**config.mk**
```make
export PLATFORM = sky130hd
export DESIGN_NAME = spm_prog_loader
export DESIGN_NICKNAME = d
export VERILOG_FILES = /design/src/rtl/spm_pkg.sv /design/src/rtl/spm_ram.sv /design/src/rtl/spm_prog_loader.sv
export SDC_FILE = /design/constraint.sdc
export NUM_CORES = 2
export LEC_CHECK = 0
export BUFFER_PORTS_ARGS = -buffer_cell sky130_fd_sc_hd__buf_4
export CORE_MARGIN = 10
export CORE_UTILIZATION = 30
export DETAILED_ROUTE_END_ITERATION = 8
export PLACE_DENSITY = 0.5
export SYNTH_ARGS = -nofsm -noshare
export SYNTH_HDL_FRONTEND = slang
export SYNTH_SLANG_ARGS = --single-unit
export TNS_END_PERCENT = 30
```
**constraint.sdc**
```tcl
create_clock -name clk -period 6.3 [get_ports clk]
set_input_delay 0.315 -clock clk [delete_from_list [all_inputs] [get_ports clk]]
set_output_delay 0.315 -clock clk [all_outputs]
set_load 0.01 [all_outputs]
```
**src/rtl/spm_pkg.sv**
```systemverilog
// Shared definitions for the RISC_SPM program loader and unified memory.
// Contents:
//   SPM_ADDR_W / SPM_DATA_W : default bus widths (256 x 8 memory)
//   ld_state_t              : loader FSM states
//   OP_*                    : RISC_SPM opcodes (upper nibble of an instruction byte)
package spm_pkg;

  localparam int SPM_ADDR_W = 8;
  localparam int SPM_DATA_W = 8;

  typedef enum logic [1:0] {
    LD_IDLE,
    LD_LOAD,
    LD_HOLD,
    LD_RUN
  } ld_state_t;

  localparam logic [3:0] OP_NOP  = 4'b0000;
  localparam logic [3:0] OP_ADD  = 4'b0001;
  localparam logic [3:0] OP_SUB  = 4'b0010;
  localparam logic [3:0] OP_AND  = 4'b0011;
  localparam logic [3:0] OP_NOT  = 4'b0100;
  localparam logic [3:0] OP_RD   = 4'b0101;
  localparam logic [3:0] OP_WR   = 4'b0110;
  localparam logic [3:0] OP_BR   = 4'b0111;
  localparam logic [3:0] OP_BRZ  = 4'b1000;
  localparam logic [3:0] OP_HALT = 4'b1111;

endpackage

```
**src/rtl/spm_ram.sv**
```systemverilog
// Unified program/data memory, 2**ADDR_W x DATA_W.
// Ports:
//   clk          : write clock
//   we/waddr/wdata : single synchronous write port
//   raddr/rdata  : asynchronous read port (processor fetches without wait states)
// Contents are not cleared by any reset.
module spm_ram
  import spm_pkg::*;
#(
  parameter int ADDR_W = SPM_ADDR_W,
  parameter int DATA_W = SPM_DATA_W
) (
  input  logic              clk,
  input  logic              we,
  input  logic [ADDR_W-1:0] waddr,
  input  logic [DATA_W-1:0] wdata,
  input  logic [ADDR_W-1:0] raddr,
  output logic [DATA_W-1:0] rdata
);

  logic [DATA_W-1:0] mem [2**ADDR_W];

  always_ff @(posedge clk) begin
    if (we) begin
      mem[waddr] <= wdata;
    end
  end

  // Read-during-write at the same address returns the old contents.
  assign rdata = mem[raddr];

endmodule

```
**src/rtl/spm_prog_loader.sv**
```systemverilog
// Program loader in front of RISC_SPM's memory.
// Streams ld_len bytes (valid/ready) into memory from address 0 while holding
// the processor in reset, keeps reset asserted for a few more cycles, then
// releases the processor and serves its memory bus.
// Ports:
//   clk, rst                : clock, synchronous active-high reset
//   ld_start, ld_len        : start pulse and byte count (0..256, larger clamps to 256)
//   ld_valid, ld_data       : byte stream in; ld_ready accepts a byte
//   ld_busy, ld_done        : loading/holding indicator, one-cycle pulse on entry to RUN
//   cpu_rst                 : reset to the processor
//   cpu_addr/cpu_wdata/cpu_write/cpu_rdata : processor memory bus
module spm_prog_loader
  import spm_pkg::*;
#(
  parameter int ADDR_W   = SPM_ADDR_W,
  parameter int DATA_W   = SPM_DATA_W,
  parameter int RST_HOLD = 2
) (
  input  logic              clk,
  input  logic              rst,
  input  logic              ld_start,
  input  logic [ADDR_W:0]   ld_len,
  input  logic              ld_valid,
  input  logic [DATA_W-1:0] ld_data,
  output logic              ld_ready,
  output logic              ld_busy,
  output logic              ld_done,
  output logic              cpu_rst,
  input  logic [ADDR_W-1:0] cpu_addr,
  input  logic [DATA_W-1:0] cpu_wdata,
  input  logic              cpu_write,
  output logic [DATA_W-1:0] cpu_rdata
);

  localparam int HC_W = (RST_HOLD < 2) ? 1 : $clog2(RST_HOLD + 1);
  localparam logic [ADDR_W:0] DEPTH = {1'b1, {ADDR_W{1'b0}}};

  ld_state_t         state_reg, state_next;
  logic [ADDR_W-1:0] wr_ptr_reg, wr_ptr_next;
  logic [ADDR_W:0]   remain_reg, remain_next;
  logic [HC_W-1:0]   hold_cnt_reg, hold_cnt_next;
  logic              done_reg, done_next;

  logic              ram_we;
  logic [ADDR_W-1:0] ram_waddr;
  logic [DATA_W-1:0] ram_wdata;
  logic [ADDR_W:0]   len_clamped;
  logic              start_ok;

  assign len_clamped = (ld_len > DEPTH) ? DEPTH : ld_len;
  // A start is only meaningful when no load is in progress.
  assign start_ok    = ld_start && (state_reg == LD_IDLE || state_reg == LD_RUN);

  always_ff @(posedge clk) begin
    if (rst) begin
      state_reg    <= LD_IDLE;
      wr_ptr_reg   <= '0;
      remain_reg   <= '0;
      hold_cnt_reg <= '0;
      done_reg     <= 1'b0;
    end else begin
      state_reg    <= state_next;
      wr_ptr_reg   <= wr_ptr_next;
      remain_reg   <= remain_next;
      hold_cnt_reg <= hold_cnt_next;
      done_reg     <= done_next;
    end
  end

  always_comb begin
    state_next    = state_reg;
    wr_ptr_next   = wr_ptr_reg;
    remain_next   = remain_reg;
    hold_cnt_next = hold_cnt_reg;
    done_next     = 1'b0;
    ld_ready      = 1'b0;
    ld_busy       = 1'b0;
    cpu_rst       = 1'b1;
    ram_we        = 1'b0;
    ram_waddr     = wr_ptr_reg;
    ram_wdata     = ld_data;

    case (state_reg)
      LD_IDLE: begin
      end
      LD_LOAD: begin
        ld_ready = 1'b1;
        ld_busy  = 1'b1;
        if (ld_valid) begin
          ram_we      = 1'b1;
          wr_ptr_next = wr_ptr_reg + ADDR_W'(1);
          remain_next = remain_reg - (ADDR_W+1)'(1);
          if (remain_reg == (ADDR_W+1)'(1)) begin
            state_next    = LD_HOLD;
            hold_cnt_next = '0;
          end
        end
      end
      LD_HOLD: begin
        ld_busy = 1'b1;
        // HOLD lasts RST_HOLD+1 cycles: counts 0..RST_HOLD, leaves on RST_HOLD.
        if (hold_cnt_reg == HC_W'(RST_HOLD)) begin
          state_next = LD_RUN;
          done_next  = 1'b1;
        end else begin
          hold_cnt_next = hold_cnt_reg + HC_W'(1);
        end
      end
      LD_RUN: begin
        cpu_rst = 1'b0;
        // A restart takes priority over a same-cycle processor store.
        if (cpu_write && !ld_start) begin
          ram_we    = 1'b1;
          ram_waddr = cpu_addr;
          ram_wdata = cpu_wdata;
        end
      end
      default: begin
        state_next = LD_IDLE;
      end
    endcase

    if (start_ok) begin
      wr_ptr_next   = '0;
      remain_next   = len_clamped;
      hold_cnt_next = '0;
      state_next    = (len_clamped == '0) ? LD_HOLD : LD_LOAD;
    end
  end

  assign ld_done = done_reg;

  spm_ram #(
    .ADDR_W(ADDR_W),
    .DATA_W(DATA_W)
  ) u_ram (
    .clk  (clk),
    .we   (ram_we),
    .waddr(ram_waddr),
    .wdata(ram_wdata),
    .raddr(cpu_addr),
    .rdata(cpu_rdata)
  );

endmodule

```
## Word-level counts from Yosys, hierarchy flattened

Memory sizes are Yosys's and may differ from the RTL's.
Cells that the tools add are included.

- Bits in registers: 22
- Bits in writable memories: 2048
- Input port bits: 38
- Output and inout bits: 12
- Memories kept: 1

Memories:

| name | depth | width | rd ports | clocked after Yosys merged registers in | write ports | line | text |
|---|---|---|---|---|---|---|---|
| u_ram.mem | 256 | 8 | 1 | 0 | 1 | spm_ram.sv:21 | `logic [DATA_W-1:0] mem [2**ADDR_W];` |

- Add/sub/neg operators: 3
- Order comparisons: 1
- Equal/unequal tests: 11
- Multiplexer cells: 27
- Bitwise gates (word level): 1
- Reductions and logical operators: 17

Operators with widths:

| operator | count |
|---|---|
| $mux W9 | 4 |
| $mux W8 | 4 |
| $mux W2 | 8 |
| $eq A9 B1 Y1 const B | 1 |
| $gt A9 B9 Y1 const B | 1 |
| $logic_not A9 Y1 | 1 |
| $ne A3 B3 Y1 const B | 3 |
| $sub A9 B1 Y9 const B | 1 |
| $add A8 B1 Y8 const B | 1 |
| $mux W1 | 8 |
| $pmux W2 S2 | 2 |
| $reduce_and A4 Y1 | 2 |
| $eq A2 B2 Y1 const B | 3 |
| $ne A2 B2 Y1 const B | 3 |
| $reduce_bool A2 Y1 | 3 |
| $reduce_or A2 Y1 | 3 |
| $reduce_and A2 Y1 | 2 |
| $reduce_bool A3 Y1 | 1 |
| $add A2 B1 Y2 const B | 1 |
| $eq A2 B1 Y1 const B | 1 |
| $logic_and A1 B1 Y1 | 2 |
| $logic_not A2 Y1 | 1 |
| $pmux W1 S2 | 1 |
| $logic_not A1 Y1 | 1 |
| 2 further kinds | 2 |

## Depth between registers and ports, before layout

- Depth after elaboration: 6
- Depth in mapped cells: 11
- Mapped depth without buffers: 8

## By module

A second synthesis with hierarchy kept.

- Cell total of the unflattened synthesis: 3885
- Area total of the unflattened synthesis: 80815.0 um^2

By module, submodules not included:

| module | instances | cells each | area each (um^2) |
|---|---|---|---|
| spm_ram | 1 | 3725 | 79396.1 |
| spm_prog_loader | 1 | 160 | 1418.9 |

## Least setup slack after synthesis

No wires, ideal clock.

- Path kind: register -> register
- Start point: register state_reg[0]
- End point: memory u_ram.mem[0][0] (netlist name) (data pin)
- Data arrival time: 4.414 ns
- Required time: 5.477 ns
- Slack: 1.064 ns
- Stages on the path, launching flop included: 8
- Cell sequence: dfxtp_1 -> ha_1 -> nand2_1 -> nor2_1 -> buf_1 -> clkbuf_1 -> nand2_1 -> nand2_1

- Cells in the longest elaborated chain, start to end: 2

Ends and longest elaborated chain:

| item | line | text |
|---|---|---|
| start, declared | spm_prog_loader.sv:38 | `ld_state_t state_reg, state_next;` |
| start signal, assigned | spm_prog_loader.sv:62 | `state_reg <= state_next;` |
| $eq A2 B2 Y1 | spm_prog_loader.sv:83 | `case (state_reg)` |
| $mux W8 | spm_prog_loader.sv:83 |  |
| via ram_wdata[0] | spm_prog_loader.sv:46 | `logic [DATA_W-1:0] ram_wdata;` |
| end, declared | spm_ram.sv:21 |  |

The timed path passes the listed nets, and every way through them passes these cells.

## Final worst setup path

- Start point: input cpu_addr[2]
- End point: output cpu_rdata[7]

- Cells in the longest elaborated chain, start to end: 1

Ends and longest elaborated chain:

| item | line | text |
|---|---|---|
| start, declared | spm_prog_loader.sv:29 | `input logic [ADDR_W-1:0] cpu_addr,` |
| $mem_v2 Z256 W8 | n/a |  |
| end, declared | spm_prog_loader.sv:32 | `output logic [DATA_W-1:0] cpu_rdata` |

No other way between the ends.

==> metrics.md <==
| Metric | Value |
|---|---|
| Post-Place Setup Slack | `about 1.3 ns` |
| Hold Path Sink | `u_ram.mem[218][2]` |
| Largest net degree at the start of global routing | `152` |
| Skew-Pair Late Insertion Delay | `slightly below 0.9 ns` |
| Delay of the slowest cell on the worst path | `around 1.1 ns` |
| Nets | `between 4000 and 5000` |
| Register area share after synthesis | `0.764` |
| Synth Cell Area | `81100 sq um` |
| Worst hold path type | `in -> reg` |
| Worst-path clk slew | `approximately 0.060 ns` |
| Peak supply drop | `0.246 mV` |
| First-pass GRT wire length | `approximately 320 mm` |
| Required @ worst endpoint | `5.98 ns` |
| P_leak | `0.0281 uW` |
| Clock root buffer | `clkbuf_16` |
| CTS HTree Levels | `4` |
| Slew Viols, Final | `0` |
| Yosys reg bits | `~2100` |
| Crit Path Max Fanout | `~40` |
| Initial Util | `0.302` |
| Setup repair bufs after CTS | `0` |
| FILL cells | `between 20000 and 25000` |
| Die footprint | `around 290000 sq um` |
| Commonest non-fill, non-tap cell in the layout | `edfxtp_1` |
| Vias in the first global route | `41200` |
| Grt ovf | `0` |
| DRC | `0` |
| Crit. End Element | `output port` |
| Hold Slack | `between 0.15 and 0.2 ns` |
| RSZ-0062 raised after global routing | `false` |
| Buffers on Ports | `49` |
| Post-route setup slack | `approximately 1.3 ns` |
| Post-Synthesis Cells | `between 3000 and 4000` |
| Initial drt markers | `roughly 4400` |
| Worst r2r src | `state_reg[0]` |
| Rel. slew slack | `0.0675` |
| Most used DFF post-synth | `edfxtp_1` |
| Tmin final | `4.97 ns` |
| # rows | `190` |
| Fin. Hold Viols | `0` |
| Final HPWL DP | `136 mm` |
| Met2 usage | `0.247` |
| Antenna Nets Post-Route | `0` |
| Layout cell share with drive strength beyond 1 | `0.220` |
| Max reg flops | `2048` |
| Post-synth EDFFs | `around 2000` |
| Worst R2R Path Depth | `6` |
| Synth area leader | `edfxtp_1` |
| Clk buf depth | `3` |
| Die span in y | `540 um` |
| Routed WL | `226 mm` |
| Core area | `around 270000 sq um` |
| Syn-to-layout area delta | `13.9%` |
| Reg-to-reg slack, setup | `about 1.7 ns` |
| Max Fclk | `about 200 MHz` |
| Layout Skew | `0.0762 ns` |
| Ports | `50` |
| Setup TNS Final | `0 ns` |
| Vias post-DR | `around 40000` |
| Mapped Nets | `slightly above 4000` |
| Met1 usage | `0.205` |
| CP max stage cell | `a211oi_1` |
| CP Data Arrival Time | `between 4 and 5 ns` |
| Largest cells by area after synthesis | `edfxtp_1 (76%), mux4_2 (12%), mux2i_1 (1.8%), nor2_1 (1.4%), a22oi_1 (1.2%)` |
| Sink Count | `2070` |
| Worst R2R End | `u_ram.mem[232][1]` |
| Gpl congestion | `0.796` |
| Most frequent cells in the layout | `edfxtp_1 (2048), mux4_2 (444), nor2_1 (292), clkbuf_16 (210), mux2i_1 (145)` |
| Hold depth | `3` |
| GR Layer Usage met3 | `0.0267` |
| WL/cell | `approximately 29 um` |
| Via-to-Cell Ratio | `5.15` |
| Least-Margin Pin Slew | `~1.4 ns` |
| GRT Total Usage | `0.150` |
| CTS tree | `built` |
| Worst Setup SP | `cpu_addr[2]` |
| GRT busiest layer | `met2` |
| Top-area cell type share of the netlist area | `0.759` |
| Crit-path cells | `buf_4, buf_4, nor2b_1, a22oi_1, nand3_1, nand3_1, a211oi_1, nor4_2, buf_4` |
| Yosys Warn Count | `0` |
| Hold Crit Start | `cpu_wdata[2]` |
| Post-synth ARST share | `0` |
| Crit path kind | `in -> out` |
| Final period util | `0.790` |
| Die Wd | `540 um` |
| Post-synthesis cell type count | `between 60 and 70` |
| Max_cap viols | `0` |
| Status | `finished, final reports clean` |
| CTS Buf Count | `about 210` |
| Initial antenna violation count | `15` |
| Crit path launch type | `input port` |
| Pre-Repair DR Iteration Count | `6` |
| Cell mode on critical path | `buf_4` |
| Mean Syn Cell Area | `20.4 sq um` |
| Final setup fails | `0` |
| Power density over the cells | `~310 nW/um^2` |
## how the worst max path moves through the flow
stage	endpoint	slack, ns	cells past startpoint
floorplan	u_ram.mem[0][0]	1.06	7
global placement	cpu_rdata[7]	1.48	9
detailed placement	cpu_rdata[7]	1.35	9
CTS	cpu_rdata[7]	1.34	9
global route	cpu_rdata[7]	1.54	9
finish	cpu_rdata[7]	1.33	9
## synth_stat cells (7+ instances only)
cell type / n
o32ai_1: 9
nor2b_1: 16
buf_4: 15
nor2_1: 294
nor3_1: 22
a32oi_1: 8
a21oi_1: 110
nor4_1: 14
a31oi_1: 10
inv_1: 11
mux2i_1: 145
dfxtp_1: 22
ha_1: 7
xor2_1: 7
edfxtp_1: 2048
clkbuf_1: 95
a22o_1: 7
buf_12: 12
mux4_2: 444
o21ai_0: 22
a22oi_1: 128
nand2_1: 137
or3_1: 7
nand4_1: 10
buf_8: 14
buf_1: 16
buf_2: 66
nand3_1: 43
a221oi_1: 13
o22ai_1: 34
a211oi_1: 14
buf_6: 26
nand2b_1: 14
nand3b_1: 10
o221ai_1: 40
## power by group
group          leakage [uW]  switching, uW  internal [uW]  total, uW
clock               0.00327           5420           6830      12200
sequential           0.0186           14.1          15200      15200
combinational       0.00624           1060            508       1570
## per-layer routing
layer	vias up	wire [um]
met1	22000	96900
met3	292	13300
met5	-	17
met2	1321	110000
li1	16800	-
met4	2	5640
## metrics by stage
step,cells,area (sq um),power (uW),util
after global routing,7838,92400,29900,0.344
after CTS,7837,92400,29300,0.344
after detailed placement,7433,85500,17100,0.318
after global placement,7433,85500,17100,0.318
after floorplan,3978,81100,16500,-
final,7841,92400,29000,0.344
## worst max-delay path, delay by kind of cell
family                 cells  cell delay, ns
buffers and inverters      3            1.26
and+or+nand+nor            4            1.60
AOI/OAI and AO/OA          2            1.37
## layout make-up
class | count | area [sq um] | share of cell area
Inverter | 12 | 45.0 | 0.000488
Timing Repair Buffer | 163 | 1570 | 0.0170
Multi-Input combinational cell | 1652 | 17600 | 0.191
Clock buffer | 251 | 5420 | 0.0587
Sequential cell | 2070 | 61900 | 0.671
Antenna cell | 4 | 10.0 | 0.000108
Clock inverter | 137 | 1300 | 0.0141
Tap cell | 3552 | 4440 | 0.0481
## what timing repair did
action	4_1_cts	5_1_grt
hold buffers	16	0
hold endpoints to repair	14	0
resized for setup	0	0
## kinds of logic (layout without fill, tap and decap cells)
group           Yosys count  after routing  synth area share
compound gates          435            435            0.0377
xor+xnor                 11             11           0.00119
fa+ha+maj                 7              7           0.00108
buf+inv                 256            563            0.0203
flops                  2070           2070             0.764
mux                     595            595             0.142
other cells               0              4                 0
simple gates            604            604            0.0336
(Power assumes the default switching activity.)
